$ cat config.mk
export PLATFORM = sky130hd
export DESIGN_NAME = sdram_arbiter_flat
export DESIGN_NICKNAME = d
export VERILOG_FILES = /design/src/rtl/sdram_pkg.sv /design/src/rtl/sdram_arbiter_if.sv /design/src/rtl/sdram_cmd_mux.sv /design/src/rtl/sdram_arbiter.sv /design/src/flat_wrapper.sv
export SDC_FILE = /design/constraint.sdc
export NUM_CORES = 1
export LEC_CHECK = 0
export BUFFER_PORTS_ARGS = -buffer_cell sky130_fd_sc_hd__buf_2
export CAP_MARGIN = 25
export CORE_UTILIZATION = 45
export CTS_BUF_LIST = sky130_fd_sc_hd__clkbuf_16
export DETAILED_ROUTE_END_ITERATION = 6
export GPL_TIMING_DRIVEN = 0
export PLACE_DENSITY = 0.86
export SLEW_MARGIN = 10
export SYNTH_ARGS = -nofsm -noshare
export SYNTH_HDL_FRONTEND = slang
export SYNTH_HIERARCHICAL = 1
export SYNTH_SLANG_ARGS = --single-unit
$ cat constraint.sdc
create_clock -name sys_clk -period 3.1 [get_ports sys_clk]
set_input_delay 0 -clock sys_clk [delete_from_list [all_inputs] [get_ports sys_clk]]
set_output_delay 0 -clock sys_clk [all_outputs]
set_load 0.005 [all_outputs]
$ cat src/rtl/sdram_pkg.sv
// Shared SDRAM definitions: pin command encodings and the arbiter state type.
package sdram_pkg;

  localparam int unsigned CMD_W = 4;

  // {cs_n, ras_n, cas_n, we_n}
  localparam logic [CMD_W-1:0] CMD_NOP       = 4'b0111;
  localparam logic [CMD_W-1:0] CMD_PRECHARGE = 4'b0010;
  localparam logic [CMD_W-1:0] CMD_AUTO_REF  = 4'b0001;
  localparam logic [CMD_W-1:0] CMD_ACTIVE    = 4'b0011;
  localparam logic [CMD_W-1:0] CMD_READ      = 4'b0101;
  localparam logic [CMD_W-1:0] CMD_WRITE     = 4'b0100;
  localparam logic [CMD_W-1:0] CMD_LOAD_MODE = 4'b0000;

  typedef enum logic [2:0] {
    ST_INIT  = 3'd0,
    ST_ARBIT = 3'd1,
    ST_AREF  = 3'd2,
    ST_SREF  = 3'd3,
    ST_WRITE = 3'd4,
    ST_READ  = 3'd5
  } arb_state_t;

endpackage

$ cat src/rtl/sdram_arbiter_if.sv
// Bundle between the command-generating sub-blocks, the arbiter and the SDRAM pins.
interface sdram_arbiter_if #(
  parameter int unsigned ADDR_W = 12,
  parameter int unsigned BA_W   = 2
);
  logic              init_end;
  logic [3:0]        init_cmd;
  logic [BA_W-1:0]   init_ba;
  logic [ADDR_W-1:0] init_addr;

  logic              aref_req;
  logic              aref_end;
  logic [3:0]        aref_cmd;
  logic [BA_W-1:0]   aref_ba;
  logic [ADDR_W-1:0] aref_addr;

  logic              sr_req;
  logic              sr_done;
  logic              sr_cke;
  logic [3:0]        sr_cmd;
  logic [BA_W-1:0]   sr_ba;
  logic [ADDR_W-1:0] sr_addr;

  logic              wr_req;
  logic              wr_end;
  logic [3:0]        wr_cmd;
  logic [BA_W-1:0]   wr_ba;
  logic [ADDR_W-1:0] wr_addr;

  logic              rd_req;
  logic              rd_end;
  logic [3:0]        rd_cmd;
  logic [BA_W-1:0]   rd_ba;
  logic [ADDR_W-1:0] rd_addr;

  logic              aref_en;
  logic              sr_en;
  logic              wr_en;
  logic              rd_en;
  logic              sdram_cke;
  logic [3:0]        sdram_cmd;
  logic [BA_W-1:0]   sdram_ba;
  logic [ADDR_W-1:0] sdram_addr;

  modport master (
    output init_end, init_cmd, init_ba, init_addr,
    output aref_req, aref_end, aref_cmd, aref_ba, aref_addr,
    output sr_req, sr_done, sr_cke, sr_cmd, sr_ba, sr_addr,
    output wr_req, wr_end, wr_cmd, wr_ba, wr_addr,
    output rd_req, rd_end, rd_cmd, rd_ba, rd_addr,
    input  aref_en, sr_en, wr_en, rd_en,
    input  sdram_cke, sdram_cmd, sdram_ba, sdram_addr
  );

  modport slave (
    input  init_end, init_cmd, init_ba, init_addr,
    input  aref_req, aref_end, aref_cmd, aref_ba, aref_addr,
    input  sr_req, sr_done, sr_cke, sr_cmd, sr_ba, sr_addr,
    input  wr_req, wr_end, wr_cmd, wr_ba, wr_addr,
    input  rd_req, rd_end, rd_cmd, rd_ba, rd_addr,
    output aref_en, sr_en, wr_en, rd_en,
    output sdram_cke, sdram_cmd, sdram_ba, sdram_addr
  );
endinterface

$ cat src/rtl/sdram_cmd_mux.sv
// Selects the pin drive {cke, cmd, ba, addr} of the current bus owner.
module sdram_cmd_mux
  import sdram_pkg::*;
#(
  parameter int unsigned ADDR_W = 12,
  parameter int unsigned BA_W   = 2
) (
  input  arb_state_t        state,
  input  logic [CMD_W-1:0]  init_cmd,
  input  logic [BA_W-1:0]   init_ba,
  input  logic [ADDR_W-1:0] init_addr,
  input  logic [CMD_W-1:0]  aref_cmd,
  input  logic [BA_W-1:0]   aref_ba,
  input  logic [ADDR_W-1:0] aref_addr,
  input  logic              sr_cke,
  input  logic [CMD_W-1:0]  sr_cmd,
  input  logic [BA_W-1:0]   sr_ba,
  input  logic [ADDR_W-1:0] sr_addr,
  input  logic [CMD_W-1:0]  wr_cmd,
  input  logic [BA_W-1:0]   wr_ba,
  input  logic [ADDR_W-1:0] wr_addr,
  input  logic [CMD_W-1:0]  rd_cmd,
  input  logic [BA_W-1:0]   rd_ba,
  input  logic [ADDR_W-1:0] rd_addr,
  output logic              cke_c,
  output logic [CMD_W-1:0]  cmd_c,
  output logic [BA_W-1:0]   ba_c,
  output logic [ADDR_W-1:0] addr_c
);

  // ARBIT (and any unknown state) idles the bus with NOP and all-ones address
  always_comb begin
    cke_c  = 1'b1;
    cmd_c  = CMD_NOP;
    ba_c   = '1;
    addr_c = '1;
    case (state)
      ST_INIT: begin
        cmd_c  = init_cmd;
        ba_c   = init_ba;
        addr_c = init_addr;
      end
      ST_AREF: begin
        cmd_c  = aref_cmd;
        ba_c   = aref_ba;
        addr_c = aref_addr;
      end
      ST_SREF: begin
        cke_c  = sr_cke;
        cmd_c  = sr_cmd;
        ba_c   = sr_ba;
        addr_c = sr_addr;
      end
      ST_WRITE: begin
        cmd_c  = wr_cmd;
        ba_c   = wr_ba;
        addr_c = wr_addr;
      end
      ST_READ: begin
        cmd_c  = rd_cmd;
        ba_c   = rd_ba;
        addr_c = rd_addr;
      end
      default: ;
    endcase
  end

endmodule

$ cat src/rtl/sdram_arbiter.sv
// SDRAM command arbiter: grants the pins to one sub-block at a time with fixed
// priority self-refresh > auto-refresh > write > read, and registers the pin drive.
module sdram_arbiter
  import sdram_pkg::*;
#(
  parameter int unsigned ADDR_W = 12,
  parameter int unsigned BA_W   = 2
) (
  input logic           sys_clk,
  input logic           sys_rst,
  sdram_arbiter_if.slave bus
);

  arb_state_t        state;
  logic              mux_cke;
  logic [CMD_W-1:0]  mux_cmd;
  logic [BA_W-1:0]   mux_ba;
  logic [ADDR_W-1:0] mux_addr;

  sdram_cmd_mux #(
    .ADDR_W (ADDR_W),
    .BA_W   (BA_W)
  ) u_cmd_mux (
    .state     (state),
    .init_cmd  (bus.init_cmd),
    .init_ba   (bus.init_ba),
    .init_addr (bus.init_addr),
    .aref_cmd  (bus.aref_cmd),
    .aref_ba   (bus.aref_ba),
    .aref_addr (bus.aref_addr),
    .sr_cke    (bus.sr_cke),
    .sr_cmd    (bus.sr_cmd),
    .sr_ba     (bus.sr_ba),
    .sr_addr   (bus.sr_addr),
    .wr_cmd    (bus.wr_cmd),
    .wr_ba     (bus.wr_ba),
    .wr_addr   (bus.wr_addr),
    .rd_cmd    (bus.rd_cmd),
    .rd_ba     (bus.rd_ba),
    .rd_addr   (bus.rd_addr),
    .cke_c     (mux_cke),
    .cmd_c     (mux_cmd),
    .ba_c      (mux_ba),
    .addr_c    (mux_addr)
  );

  // Owner FSM with registered grants and pins; end pulses only count for the owner
  always_ff @(posedge sys_clk or posedge sys_rst) begin
    if (sys_rst) begin
      state          <= ST_INIT;
      bus.aref_en    <= 1'b0;
      bus.sr_en      <= 1'b0;
      bus.wr_en      <= 1'b0;
      bus.rd_en      <= 1'b0;
      bus.sdram_cke  <= 1'b1;
      bus.sdram_cmd  <= CMD_NOP;
      bus.sdram_ba   <= '1;
      bus.sdram_addr <= '1;
    end else begin
      bus.sdram_cke  <= mux_cke;
      bus.sdram_cmd  <= mux_cmd;
      bus.sdram_ba   <= mux_ba;
      bus.sdram_addr <= mux_addr;
      case (state)
        ST_INIT: begin
          if (bus.init_end) state <= ST_ARBIT;
        end
        ST_ARBIT: begin
          if (bus.sr_req) begin
            state     <= ST_SREF;
            bus.sr_en <= 1'b1;
          end else if (bus.aref_req) begin
            state       <= ST_AREF;
            bus.aref_en <= 1'b1;
          end else if (bus.wr_req) begin
            state     <= ST_WRITE;
            bus.wr_en <= 1'b1;
          end else if (bus.rd_req) begin
            state     <= ST_READ;
            bus.rd_en <= 1'b1;
          end
        end
        ST_AREF: begin
          if (bus.aref_end) begin
            state       <= ST_ARBIT;
            bus.aref_en <= 1'b0;
          end
        end
        // The self-refresh FSM exits when it sees its enable follow sr_req low
        ST_SREF: begin
          if (bus.sr_done) begin
            state     <= ST_ARBIT;
            bus.sr_en <= 1'b0;
          end else begin
            bus.sr_en <= bus.sr_req;
          end
        end
        ST_WRITE: begin
          if (bus.wr_end) begin
            state     <= ST_ARBIT;
            bus.wr_en <= 1'b0;
          end
        end
        ST_READ: begin
          if (bus.rd_end) begin
            state     <= ST_ARBIT;
            bus.rd_en <= 1'b0;
          end
        end
        default: begin
          state       <= ST_INIT;
          bus.aref_en <= 1'b0;
          bus.sr_en   <= 1'b0;
          bus.wr_en   <= 1'b0;
          bus.rd_en   <= 1'b0;
        end
      endcase
    end
  end

endmodule

$ cat src/flat_wrapper.sv
// flat-port wrapper written by rule: the top's interface ports become plain ports
module sdram_arbiter_flat import sdram_pkg::*;
#(
  parameter int unsigned ADDR_W = 12,
  parameter int unsigned BA_W   = 2
)
  (sys_clk, sys_rst, bus_init_end, bus_init_cmd, bus_init_ba, bus_init_addr, bus_aref_req, bus_aref_end, bus_aref_cmd, bus_aref_ba, bus_aref_addr, bus_sr_req, bus_sr_done, bus_sr_cke, bus_sr_cmd, bus_sr_ba, bus_sr_addr, bus_wr_req, bus_wr_end, bus_wr_cmd, bus_wr_ba, bus_wr_addr, bus_rd_req, bus_rd_end, bus_rd_cmd, bus_rd_ba, bus_rd_addr, bus_aref_en, bus_sr_en, bus_wr_en, bus_rd_en, bus_sdram_cke, bus_sdram_cmd, bus_sdram_ba, bus_sdram_addr);
  sdram_arbiter_if #(.ADDR_W(ADDR_W), .BA_W(BA_W)) bus_i ();
  input logic sys_clk;
  input logic sys_rst;
  input wire logic [$bits(bus_i.init_end)-1:0] bus_init_end;
  input wire logic [$bits(bus_i.init_cmd)-1:0] bus_init_cmd;
  input wire logic [$bits(bus_i.init_ba)-1:0] bus_init_ba;
  input wire logic [$bits(bus_i.init_addr)-1:0] bus_init_addr;
  input wire logic [$bits(bus_i.aref_req)-1:0] bus_aref_req;
  input wire logic [$bits(bus_i.aref_end)-1:0] bus_aref_end;
  input wire logic [$bits(bus_i.aref_cmd)-1:0] bus_aref_cmd;
  input wire logic [$bits(bus_i.aref_ba)-1:0] bus_aref_ba;
  input wire logic [$bits(bus_i.aref_addr)-1:0] bus_aref_addr;
  input wire logic [$bits(bus_i.sr_req)-1:0] bus_sr_req;
  input wire logic [$bits(bus_i.sr_done)-1:0] bus_sr_done;
  input wire logic [$bits(bus_i.sr_cke)-1:0] bus_sr_cke;
  input wire logic [$bits(bus_i.sr_cmd)-1:0] bus_sr_cmd;
  input wire logic [$bits(bus_i.sr_ba)-1:0] bus_sr_ba;
  input wire logic [$bits(bus_i.sr_addr)-1:0] bus_sr_addr;
  input wire logic [$bits(bus_i.wr_req)-1:0] bus_wr_req;
  input wire logic [$bits(bus_i.wr_end)-1:0] bus_wr_end;
  input wire logic [$bits(bus_i.wr_cmd)-1:0] bus_wr_cmd;
  input wire logic [$bits(bus_i.wr_ba)-1:0] bus_wr_ba;
  input wire logic [$bits(bus_i.wr_addr)-1:0] bus_wr_addr;
  input wire logic [$bits(bus_i.rd_req)-1:0] bus_rd_req;
  input wire logic [$bits(bus_i.rd_end)-1:0] bus_rd_end;
  input wire logic [$bits(bus_i.rd_cmd)-1:0] bus_rd_cmd;
  input wire logic [$bits(bus_i.rd_ba)-1:0] bus_rd_ba;
  input wire logic [$bits(bus_i.rd_addr)-1:0] bus_rd_addr;
  output wire logic [$bits(bus_i.aref_en)-1:0] bus_aref_en;
  output wire logic [$bits(bus_i.sr_en)-1:0] bus_sr_en;
  output wire logic [$bits(bus_i.wr_en)-1:0] bus_wr_en;
  output wire logic [$bits(bus_i.rd_en)-1:0] bus_rd_en;
  output wire logic [$bits(bus_i.sdram_cke)-1:0] bus_sdram_cke;
  output wire logic [$bits(bus_i.sdram_cmd)-1:0] bus_sdram_cmd;
  output wire logic [$bits(bus_i.sdram_ba)-1:0] bus_sdram_ba;
  output wire logic [$bits(bus_i.sdram_addr)-1:0] bus_sdram_addr;
  assign bus_i.init_end = bus_init_end;
  assign bus_i.init_cmd = bus_init_cmd;
  assign bus_i.init_ba = bus_init_ba;
  assign bus_i.init_addr = bus_init_addr;
  assign bus_i.aref_req = bus_aref_req;
  assign bus_i.aref_end = bus_aref_end;
  assign bus_i.aref_cmd = bus_aref_cmd;
  assign bus_i.aref_ba = bus_aref_ba;
  assign bus_i.aref_addr = bus_aref_addr;
  assign bus_i.sr_req = bus_sr_req;
  assign bus_i.sr_done = bus_sr_done;
  assign bus_i.sr_cke = bus_sr_cke;
  assign bus_i.sr_cmd = bus_sr_cmd;
  assign bus_i.sr_ba = bus_sr_ba;
  assign bus_i.sr_addr = bus_sr_addr;
  assign bus_i.wr_req = bus_wr_req;
  assign bus_i.wr_end = bus_wr_end;
  assign bus_i.wr_cmd = bus_wr_cmd;
  assign bus_i.wr_ba = bus_wr_ba;
  assign bus_i.wr_addr = bus_wr_addr;
  assign bus_i.rd_req = bus_rd_req;
  assign bus_i.rd_end = bus_rd_end;
  assign bus_i.rd_cmd = bus_rd_cmd;
  assign bus_i.rd_ba = bus_rd_ba;
  assign bus_i.rd_addr = bus_rd_addr;
  assign bus_aref_en = bus_i.aref_en;
  assign bus_sr_en = bus_i.sr_en;
  assign bus_wr_en = bus_i.wr_en;
  assign bus_rd_en = bus_i.rd_en;
  assign bus_sdram_cke = bus_i.sdram_cke;
  assign bus_sdram_cmd = bus_i.sdram_cmd;
  assign bus_sdram_ba = bus_i.sdram_ba;
  assign bus_sdram_addr = bus_i.sdram_addr;
  sdram_arbiter #(.ADDR_W(ADDR_W), .BA_W(BA_W)) u_core (.sys_clk(sys_clk), .sys_rst(sys_rst), .bus(bus_i));
endmodule
Word level (Yosys, flattened, before mapping)
Cells that the tools add are included.
{"block": "totals", "regBits": 26, "input_bits": 102, "out_inout_bits": 23, "word_cells": 73}
{"block": "op_classes", "n_eq_ne": 18, "muxes": 32, "n_bitwise": 4, "reduce_logical": 10}
{"op": "case mux 12 bit (5 select lines)", "n": 1}
{"op": "2-to-1 mux 3 bit", "n": 9}
{"op": "inequality test 2 bit (second input constant)", "n": 12}
{"op": "case mux 4 bit (5 select lines)", "n": 1}
{"op": "case mux 3 bit (6 select lines)", "n": 1}
{"op": "OR reduction 4 bit", "n": 4}
{"op": "2-to-1 mux 1 bit", "n": 15}
{"op": "case mux 1 bit (3 select lines)", "n": 4}
{"op": "AND reduction 6 bit", "n": 2}
{"op": "case mux 2 bit (5 select lines)", "n": 1}
{"op": "equality test 3 x 2 -> 1 bit (second input constant)", "n": 2}
{"op": "equality test 3 bit (second input constant)", "n": 2}
{"op": "inequality test 5 bit (second input constant)", "n": 1}
{"op": "AND reduction 5 bit", "n": 1}
{"op": "inverter 1 bit", "n": 4}
{"op": "AND reduction 4 bit", "n": 1}
{"op": "equality test 3 x 1 -> 1 bit (second input constant)", "n": 1}
{"op": "logical NOT 3 bit", "n": 1}
{"op": "AND reduction 2 bit", "n": 1}

Logic depth before layout (Yosys ltp)
Gate-level depths: netlist of run 1.
{"block": "depth", "word_depth": 5, "ltp_mapped": 5, "ltp_nobuf": 4}

Modules after synthesis
The synthesis of run 1 kept the hierarchy.
{"mod": "sdram_arbiter", "instances": 1, "cells_each": 74, "area_each_um2": 1011.0, "seq_area_each_um2": 673.1}
{"mod": "sdram_cmd_mux", "instances": 1, "cells_each": 112, "area_each_um2": 768.2, "seq_area_each_um2": 0.0}

Least setup slack after synthesis of run 1
No wires, ideal clock.
{"block": "synth_timing", "path_kind": "reg-to-reg", "startpoint": "register u_core.state[2]", "endpoint": "register u_core.state[0]", "setup_ns": 0.123, "arrival_time_ns": 1.267, "required_ns": 2.977, "path_slack_ns": 1.711, "path_stages_with_launch": 6, "n_path_buf": 1, "synth_period_minus_slack_ns": 1.389, "path_cell_list": "dfrtp_1 -> buf_4 -> or2_4 -> nor4b_4 -> nor2_1 -> a2bb2oi_2"}
{"block": "synth_between", "elab_chain_len": 3, "word_cells_on_any_way": 14, "classes_between": "11 x eq/ne; 1 x mux; 2 x reduce/logical"}
{"item": "start, declared", "line": "sdram_arbiter.sv:14", "text": "arb_state_t state;"}
{"item": "start signal, assigned", "line": "sdram_arbiter.sv:50", "text": "state <= ST_INIT;"}
{"item": "start signal, assigned", "line": "sdram_arbiter.sv:66", "text": "if (bus.init_end) state <= ST_ARBIT;"}
{"item": "start signal, assigned", "line": "sdram_arbiter.sv:70", "text": "state <= ST_SREF;"}
{"item": "equality test 3 x 1 -> 1 bit (tied with other cells)", "line": "sdram_arbiter.sv:64", "text": "case (state)"}
{"item": "inequality test 5 bit (no line) / inequality test 2 bit (equally long branches)"}
{"item": "AND reduction 6 bit (no line)"}
Several ways; a longest one is shown, not always the timed one.
A chain may end at the register's enable or synchronous reset.

Worst setup path after layout of run 1
Same ends and word-level chain as after synthesis.

==> impl_metrics.xml, run 1 <==
<?xml version="1.0" encoding="UTF-8"?>
<metrics>
  <group name="synthesis">
    <metric name="netlist.top_cell.by_area" unit="">sky130_fd_sc_hd__dfstp_2</metric>
    <metric name="number_of_flops_mapped_to_enable_cells_by_yosys" unit="">0</metric>
    <metric name="synth_sequential_area_ratio" unit="%">37.8</metric>
    <metric name="synth_ff_type" unit="">sky130_fd_sc_hd__dfstp_2</metric>
    <metric name="synth_area_per_cell" unit="sq um">9.57</metric>
    <metric name="netlist.area_leader.share" unit="%">26.6</metric>
    <metric name="postSynth.asyncResetShare" unit="%">100</metric>
    <metric name="synth_cells" unit="">186</metric>
    <metric name="synth_cell_type_count" unit="">44</metric>
    <metric name="synth_nets" unit="">290</metric>
    <metric name="synth.top_cells.by_area" unit="">sky130_fd_sc_hd__dfstp_2, sky130_fd_sc_hd__dfrtp_1, sky130_fd_sc_hd__o22ai_1</metric>
    <metric name="synth_seq_cells" unit="">26</metric>
    <metric name="ys_warn_count" unit="">6</metric>
    <metric name="syn-cell-area" unit="sq um">1780</metric>
  </group>
  <group name="cells_and_area">
    <metric name="finish.net_count" unit="">422</metric>
    <metric name="final_layout_size_suffix_gt1_share" unit="%">55.8</metric>
    <metric name="post-route-util" unit="%">70.0</metric>
    <metric name="finalNonFillerCells" unit="">365</metric>
    <metric name="antenna-diode-count" unit="">0</metric>
    <metric name="areaGrowthSynthToFinish" unit="%">46.1</metric>
    <metric name="layout_cell_area_excl_fill" unit="sq um">2600</metric>
  </group>
  <group name="timing">
    <metric name="grt_setup_unrepaired" unit="">false</metric>
    <metric name="final.hold.worst_slack" unit="ns">0.00779</metric>
    <metric name="max-slew-margin-rel" unit="%">63.7</metric>
    <metric name="worst-slew-pin-transition" unit="ns">0.543</metric>
    <metric name="setup_violations" unit="">0</metric>
    <metric name="fin_tns_setup" unit="ns">0</metric>
    <metric name="report.final.slew_viol_count" unit="">0</metric>
    <metric name="clock-skew-final" unit="ns">0.0114</metric>
    <metric name="fin_ws" unit="ns">1.53</metric>
    <metric name="period_share" unit="%">50.8</metric>
    <metric name="final_critical_path_required_period" unit="ns">1.57</metric>
    <metric name="hold_violations" unit="">0</metric>
    <metric name="maxClockFrequency" unit="MHz">635</metric>
  </group>
  <group name="global_route">
    <metric name="grt_use_total" unit="%">26.5</metric>
    <metric name="pin_count_of_the_biggest_net_entering_global_routing" unit="">27</metric>
    <metric name="antenna_found_initial" unit="">0</metric>
    <metric name="first_pass_grt_wire_length" unit="um">8580</metric>
    <metric name="gr_overflow_total" unit="">0</metric>
    <metric name="first_global_vias" unit="">1888</metric>
  </group>
  <group name="routing">
    <metric name="residual_drc" unit="">0</metric>
    <metric name="dr_total_vias" unit="">2059</metric>
    <metric name="post_drt_via_cell_ratio" unit="">5.64</metric>
    <metric name="drt.antenna.violating_nets" unit="">0</metric>
    <metric name="wl" unit="um">5520</metric>
    <metric name="routed_wire_length_per_instance" unit="um">15.1</metric>
    <metric name="drtIter0Drc" unit="">145</metric>
    <metric name="drt_pre_antenna_iters" unit="">5</metric>
  </group>
  <group name="clock_network">
    <metric name="postCtsSetupRepairBufs" unit="">0</metric>
    <metric name="tritoncts" unit="">yes</metric>
    <metric name="cts_buffer_depth" unit="">2</metric>
    <metric name="worstSkewPairLatency" unit="ns">0.26</metric>
    <metric name="ctsRootBufferMaster" unit="">sky130_fd_sc_hd__clkbuf_16</metric>
    <metric name="cts_repair_resize_count" unit="">0</metric>
    <metric name="cts_htree_levels" unit="">1</metric>
    <metric name="clock_sink_count" unit="">26</metric>
    <metric name="cts_made_buffers" unit="">3</metric>
    <metric name="cts.clk_slew.worst_paths" unit="ns">0.07</metric>
  </group>
  <group name="flow_run">
    <metric name="max_cap_viol_count" unit="">0</metric>
  </group>
  <group name="worst_setup_path">
    <metric name="class_of_the_most_critical_setup_path" unit="">reg -&gt; reg</metric>
    <metric name="setup.worst_path.end_class" unit="">flip-flop</metric>
    <metric name="cp.arrival" unit="ns">1.73</metric>
    <metric name="worst_setup_path_start_kind" unit="">flip-flop</metric>
    <metric name="cp.required" unit="ns">3.25</metric>
    <metric name="critical_path_peak_fanout" unit="">10</metric>
  </group>
  <group name="place">
    <metric name="place_congestion" unit="">0.866</metric>
    <metric name="place_area" unit="sq um">2460</metric>
    <metric name="dp.final_hpwl" unit="um">4240</metric>
    <metric name="numPortBuffers" unit="">124</metric>
    <metric name="placed_cells_incl_taps" unit="">358</metric>
    <metric name="dpl_worst_slack" unit="ns">1.55</metric>
  </group>
  <group name="power_and_ir_drop">
    <metric name="power_leakage" unit="nW">1.23</metric>
    <metric name="power.density_cell_area" unit="nW/um^2">892</metric>
    <metric name="ir_worst_vdd" unit="mV">0.390</metric>
    <metric name="power.total" unit="mW">2.32</metric>
  </group>
  <group name="floorplan">
    <metric name="placement_rows" unit="">22</metric>
    <metric name="initial_utilization" unit="%">47.9</metric>
    <metric name="die_h" unit="um">64.9</metric>
    <metric name="core_area" unit="sq um">3720</metric>
    <metric name="floorplan.die.width" unit="um">64.9</metric>
    <metric name="design.die.area" unit="sq um">4210</metric>
    <metric name="io_pins" unit="">125</metric>
  </group>
  <group name="hold_path">
    <metric name="min_path_type" unit="">in -&gt; reg</metric>
  </group>
  <group name="run_status">
    <metric name="status" unit="">finished clean</metric>
  </group>
</metrics>
[power breakdown]
part / switching [mW] / internal (mW)
Combinational: 0.697 / 0.591
Sequential: 0.0831 / 0.571
Clock: 0.120 / 0.257
Total: 0.900 / 1.42
[cell usage in the layout, fill, tap and decap left out, drive strengths merged, types with 7 or more instances in the layout]
cell type and count:
buf 138, dfstp 18, o21a 8, a221oi 11, o22ai 27, inv 7
nor2 17, a21oi 18, mux2i 8, dfrtp 8, a211oi 8
[cells in the mapped netlist, types with 2 or more instances]
master and count:
sky130_fd_sc_hd__o22ai_1 27, sky130_fd_sc_hd__a21oi_1 18, sky130_fd_sc_hd__dfstp_2 18, sky130_fd_sc_hd__nor2_1 17
sky130_fd_sc_hd__a221oi_1 10, sky130_fd_sc_hd__a211oi_1 8, sky130_fd_sc_hd__dfrtp_1 8, sky130_fd_sc_hd__mux2i_1 8
sky130_fd_sc_hd__o21a_1 8, sky130_fd_sc_hd__buf_4 5, sky130_fd_sc_hd__buf_2 4, sky130_fd_sc_hd__buf_6 4
sky130_fd_sc_hd__inv_1 4, sky130_fd_sc_hd__nand2_1 4, sky130_fd_sc_hd__inv_2 3, sky130_fd_sc_hd__nor2b_1 3
sky130_fd_sc_hd__a22oi_1 2, sky130_fd_sc_hd__ha_1 2, sky130_fd_sc_hd__mux2_2 2, sky130_fd_sc_hd__nand2b_1 2
sky130_fd_sc_hd__o21ai_0 2, sky130_fd_sc_hd__o21ai_1 2, sky130_fd_sc_hd__or2b_1 2, sky130_fd_sc_hd__or2b_2 2
sky130_fd_sc_hd__or3_1 2
[repair_timing]
item                                    in CTS  in global routing
hold endpoints to repair                     9                  0
endpoints found under the setup margin       0                  0
hold buffers                                 2                  0
[layer usage]
metal	up-vias	wire [um]	track usage [%]
met5	-	0	0
met4	0	72	10.0
met3	6	415	3.70
met2	104	2730	44.9
met1	968	2310	34.0
li1	981	-	-
[flip-flops by register name, summed over array words and instances (netlist names)]
register	cells
u_core/bus.sdram_addr	12
u_core/bus.sdram_cmd	4
u_core/state	3
u_core/bus.sdram_ba	2
u_core/bus.aref_en	1
u_core/bus.rd_en	1
u_core/bus.sdram_cke	1
u_core/bus.sr_en	1
u_core/bus.wr_en	1
[cells by family (layout without fill, tap and decap cells)]
logic type / count (synthesis) / in the layout / synth area share [%]
AOI/OAI and AO/OA: 87 / 87 / 33.7
adders and majority gates: 2 / 2 / 1.41
buffers and inverters: 20 / 151 / 7.24
DFF: 26 / 26 / 37.8
muxes: 10 / 10 / 5.77
and+or+nand+nor: 41 / 41 / 14.1
[layout make-up]
| type | count | area (sq um) |
|---|---|---|
| inverter | 7 | 26.3 |
| clock buffer | 3 | 75.1 |
| tap | 48 | 60.1 |
| multi-input combinational | 140 | 977 |
| fill | 324 | 1120 |
| timing repair buffer | 127 | 656 |
| clock inverter | 1 | 30.0 |
| buffer | 13 | 103 |
| sequential | 26 | 673 |
[path summary, 6_finish.rpt]
| path | startpoint | end | slack (ns) | cells after the start |
|---|---|---|---|---|
| worst max-delay path | u_core/state[2] | u_core/state[0] | 1.53 | 5 |
| worst min register to register | u_core/bus.rd_en | u_core/bus.rd_en | 0.51 | 2 |
| worst min-delay path | bus_aref_cmd[3] | u_core/bus.sdram_cmd[3] | 0.008 | 3 |
| max in group asynchronous | sys_rst | u_core/bus.sdram_addr[6] | 2.21 | 4 |
| worst max register to register | u_core/state[2] | u_core/state[0] | 1.53 | 5 |
| min in group asynchronous | sys_rst | u_core/bus.rd_en | 0.32 | 3 |
[critical path: stages (launching register included)]
cell	delay [ns]
sky130_fd_sc_hd__dfrtp_1	0.52
sky130_fd_sc_hd__buf_4	0.24
sky130_fd_sc_hd__mux2_2	0.35
sky130_fd_sc_hd__o22ai_1	0.15
sky130_fd_sc_hd__nor2_1	0.07
sky130_fd_sc_hd__a2bb2oi_2	0.13
No activity file was read; power rests on OpenSTA's default activity.
==> run 2: changes to the inputs <==
--- a/config.mk
+++ b/config.mk
@@ -7,11 +7,11 @@
 export LEC_CHECK = 0
 export BUFFER_PORTS_ARGS = -buffer_cell sky130_fd_sc_hd__buf_2
 export CAP_MARGIN = 25
-export CORE_UTILIZATION = 45
+export CORE_UTILIZATION = 41
 export CTS_BUF_LIST = sky130_fd_sc_hd__clkbuf_16
 export DETAILED_ROUTE_END_ITERATION = 6
 export GPL_TIMING_DRIVEN = 0
-export PLACE_DENSITY = 0.86
+export PLACE_DENSITY = 0.79
 export SLEW_MARGIN = 10
 export SYNTH_ARGS = -nofsm -noshare
 export SYNTH_HDL_FRONTEND = slang
==> constraint.sdc (replaced) <==
create_clock -name sys_clk -period 1.6 [get_ports sys_clk]
set_input_delay 0 -clock sys_clk [delete_from_list [all_inputs] [get_ports sys_clk]]
set_output_delay 0 -clock sys_clk [all_outputs]
set_load 0.005 [all_outputs]
==> run 2 against run 1 <==
Effect of this change: final cell count rose by 0.55%; critical path type unchanged; worst setup slack got worse by 1.4 ns; clock-buffer cell count did not move; sequential share of layout area rose by 0.12 points; highest routed layer unchanged.
==> impl_metrics.xml, run 2 (synthesized netlist as in run 1, its figures left out) <==
<?xml version="1.0" encoding="UTF-8"?>
<metrics>
  <group name="run_status">
    <metric name="status" unit="">finished clean</metric>
  </group>
  <group name="cells_and_area">
    <metric name="post-route-util" unit="%">63.6</metric>
    <metric name="final_layout_size_suffix_gt1_share" unit="%">56.5</metric>
    <metric name="finish.net_count" unit="">422</metric>
    <metric name="registers.top_by_ff_count" unit="">u_core/bus.sdram_addr</metric>
    <metric name="nFillCells" unit="">356</metric>
    <metric name="final_common_cell" unit="">sky130_fd_sc_hd__buf_2</metric>
    <metric name="areaGrowthSynthToFinish" unit="%">46.0</metric>
    <metric name="seqCellArea" unit="sq um">676</metric>
    <metric name="largest_reg_flops" unit="">12</metric>
    <metric name="finalNonFillerCells" unit="">367</metric>
    <metric name="multiInputGateArea" unit="sq um">983</metric>
    <metric name="most_frequent_cells_in_the_layout" unit="">sky130_fd_sc_hd__buf_2, sky130_fd_sc_hd__o22ai_1, sky130_fd_sc_hd__a21oi_1, sky130_fd_sc_hd__dfstp_2, sky130_fd_sc_hd__nor2_1</metric>
    <metric name="reg_top3" unit="">u_core/bus.sdram_addr: 12 flops, u_core/bus.sdram_cmd: 4 flops, u_core/state: 3 flops</metric>
    <metric name="antenna-diode-count" unit="">0</metric>
  </group>
  <group name="timing">
    <metric name="max-slew-margin-rel" unit="%">70.1</metric>
    <metric name="fin_tns_setup" unit="ns">0</metric>
    <metric name="setup_violations" unit="">0</metric>
    <metric name="worst-slew-pin-transition" unit="ns">0.447</metric>
    <metric name="clock-skew-final" unit="ns">0.00155</metric>
    <metric name="final_critical_path_required_period" unit="ns">1.48</metric>
    <metric name="report.final.slew_viol_count" unit="">0</metric>
    <metric name="hold_violations" unit="">0</metric>
    <metric name="grt_setup_unrepaired" unit="">false</metric>
    <metric name="maxClockFrequency" unit="MHz">677</metric>
    <metric name="period_share" unit="%">92.3</metric>
  </group>
  <group name="worst_setup_path">
    <metric name="cp.arrival" unit="ns">1.62</metric>
    <metric name="worstRegToRegCells" unit="">5</metric>
    <metric name="slowest_stage" unit="">sky130_fd_sc_hd__dfrtp_2</metric>
    <metric name="cp.depth" unit="">5</metric>
    <metric name="worst-path-buf-inv" unit="">1</metric>
    <metric name="worstReg2RegEnd" unit="">u_core/state[0]</metric>
    <metric name="critical_path.reg2reg.startpoint" unit="">u_core/state[2]</metric>
    <metric name="setup.worst_path.end_class" unit="">flip-flop</metric>
    <metric name="critical-path-max-stage-delay" unit="ns">0.46</metric>
    <metric name="path_delay_family" unit="">simple AND/OR/NAND/NOR gates</metric>
    <metric name="reg2reg_slack" unit="ns">0.12</metric>
    <metric name="critical_path_peak_fanout" unit="">10</metric>
    <metric name="critical_path.cell_chain" unit="">buf_4 &gt; or2_4 &gt; nor4b_4 &gt; nor2_1 &gt; a2bb2oi_2</metric>
    <metric name="cp.required" unit="ns">1.74</metric>
    <metric name="class_of_the_most_critical_setup_path" unit="">reg -&gt; reg</metric>
    <metric name="worst_setup_path_start_kind" unit="">flip-flop</metric>
  </group>
  <group name="power_and_ir_drop">
    <metric name="ir_worst_vdd" unit="mV">0.746</metric>
    <metric name="power_leakage" unit="nW">1.23</metric>
    <metric name="power.density_cell_area" unit="nW/um^2">1650</metric>
    <metric name="power.total" unit="mW">4.30</metric>
  </group>
  <group name="hold_path">
    <metric name="worst_hold_path.num_cells" unit="">3</metric>
    <metric name="whs_endpoint" unit="">u_core/bus.sdram_cmd[3]</metric>
    <metric name="min_path_type" unit="">in -&gt; reg</metric>
    <metric name="hp-start" unit="">bus_aref_cmd[3]</metric>
  </group>
  <group name="global_route">
    <metric name="pin_count_of_the_biggest_net_entering_global_routing" unit="">27</metric>
    <metric name="first_global_vias" unit="">1813</metric>
    <metric name="grt_use_total" unit="%">23.1</metric>
    <metric name="antenna_found_initial" unit="">0</metric>
    <metric name="first_pass_grt_wire_length" unit="um">8000</metric>
    <metric name="gr_overflow_total" unit="">0</metric>
  </group>
  <group name="routing">
    <metric name="wl" unit="um">5340</metric>
    <metric name="dr_total_vias" unit="">2014</metric>
    <metric name="residual_drc" unit="">0</metric>
    <metric name="drt.antenna.violating_nets" unit="">0</metric>
    <metric name="routed_wire_length_per_instance" unit="um">14.5</metric>
    <metric name="drtIter0Drc" unit="">88</metric>
    <metric name="drt_pre_antenna_iters" unit="">4</metric>
    <metric name="post_drt_via_cell_ratio" unit="">5.49</metric>
  </group>
  <group name="place">
    <metric name="place_congestion" unit="">0.825</metric>
    <metric name="placed_cells_incl_taps" unit="">360</metric>
    <metric name="numPortBuffers" unit="">124</metric>
    <metric name="dp.final_hpwl" unit="um">4140</metric>
  </group>
  <group name="floorplan">
    <metric name="core_area" unit="sq um">4090</metric>
    <metric name="floorplan.die.width" unit="um">67.9</metric>
    <metric name="initial_utilization" unit="%">43.5</metric>
    <metric name="die_h" unit="um">67.9</metric>
    <metric name="placement_rows" unit="">23</metric>
    <metric name="io_pins" unit="">125</metric>
    <metric name="design.die.area" unit="sq um">4610</metric>
  </group>
  <group name="clock_network">
    <metric name="tritoncts" unit="">yes</metric>
    <metric name="ctsRootBufferMaster" unit="">sky130_fd_sc_hd__clkbuf_16</metric>
    <metric name="clock_sink_count" unit="">26</metric>
    <metric name="postCtsSetupRepairBufs" unit="">0</metric>
    <metric name="worstSkewPairLatency" unit="ns">0.26</metric>
    <metric name="cts.clk_slew.worst_paths" unit="ns">0.06</metric>
    <metric name="cts_buffer_depth" unit="">2</metric>
    <metric name="cts_made_buffers" unit="">3</metric>
    <metric name="cts_htree_levels" unit="">1</metric>
  </group>
  <group name="flow_run">
    <metric name="max_cap_viol_count" unit="">0</metric>
  </group>
</metrics>
run 2: changes by cell type in the layout (fill, tap and decap cells not counted):
cell | before | now
sky130_fd_sc_hd__a311oi_2 | 0 | 1
sky130_fd_sc_hd__a311oi_1 | 1 | 0
sky130_fd_sc_hd__buf_16 | 0 | 1
sky130_fd_sc_hd__buf_8 | 1 | 0
sky130_fd_sc_hd__dfrtp_2 | 0 | 2
sky130_fd_sc_hd__clkinv_1 | 0 | 1
sky130_fd_sc_hd__bufinv_16 | 1 | 0
sky130_fd_sc_hd__dfrtp_1 | 8 | 6
run 2: worst max-delay path by stage:
stage                     from         endpoint  slack, ns
2_1_floorplan  u_core/state[2]  u_core/state[0]       0.21
3_3_place_gp   u_core/state[2]  u_core/state[0]       0.09
3_5_place_dp   u_core/state[2]  u_core/state[0]       0.07
4_1_cts        u_core/state[2]  u_core/state[0]       0.06
5_1_grt        u_core/state[2]  u_core/state[0]       0.03
6_report       u_core/state[2]  u_core/state[0]       0.12
run 2: routing by layer:
layer / part of all wire (%) / vias up / global-route usage (%)
li1: - / 981 / -
met1: 39 / 938 / 27.8
met2: 52 / 93 / 43.6
met3: 7.7 / 2 / 2.67
met4: 0.51 / 0 / 4.69
met5: 0 / - / 0
run 2: per-stage QoR:
step	worst slack, ns	cell area [sq um]	hold slack [ns]
2_1_floorplan	0.211	1780	0.0267
3_3_place_gp	0.0946	2460	0.192
3_5_place_dp	0.0746	2460	0.199
4_1_cts	0.0640	2550	0.0104
5_1_grt	0.0291	2600	0.0414
6_report	0.123	2600	0.0158
run 2: repair_timing:
| item | CTS | global route |
|---|---|---|
| hold buffers | 1 | 1 |
| resized for setup | 0 | 3 |
| endpoints found under the hold margin | 1 | 4 |
| endpoints found under the setup margin | 0 | 2 |
run 2: power by group:
part	leakage (nW)	internal (mW)	switching, mW
Combinational	0.902	1.16	1.32
Clock	0.0385	0.334	0.220
Sequential	0.285	1.11	0.158
run 2: area by class of cell:
| cell class | instances | share of cell area, % |
|---|---|---|
| sequential | 26 | 26.0 |
| clock buffer | 3 | 2.89 |
| tap | 50 | 2.41 |
| timing repair buffer | 127 | 25.7 |
| buffer | 13 | 3.95 |
| inverter | 7 | 1.01 |
| clock inverter | 1 | 0.145 |
| multi-input combinational | 140 | 37.9 |
run 2: worst reg2reg max path, cell delays in order (launching register included):
cell,delay [ns]
sky130_fd_sc_hd__dfrtp_2,0.46
sky130_fd_sc_hd__buf_4,0.19
sky130_fd_sc_hd__or2_4,0.26
sky130_fd_sc_hd__nor4b_4,0.24
sky130_fd_sc_hd__nor2_1,0.08
sky130_fd_sc_hd__a2bb2oi_2,0.13
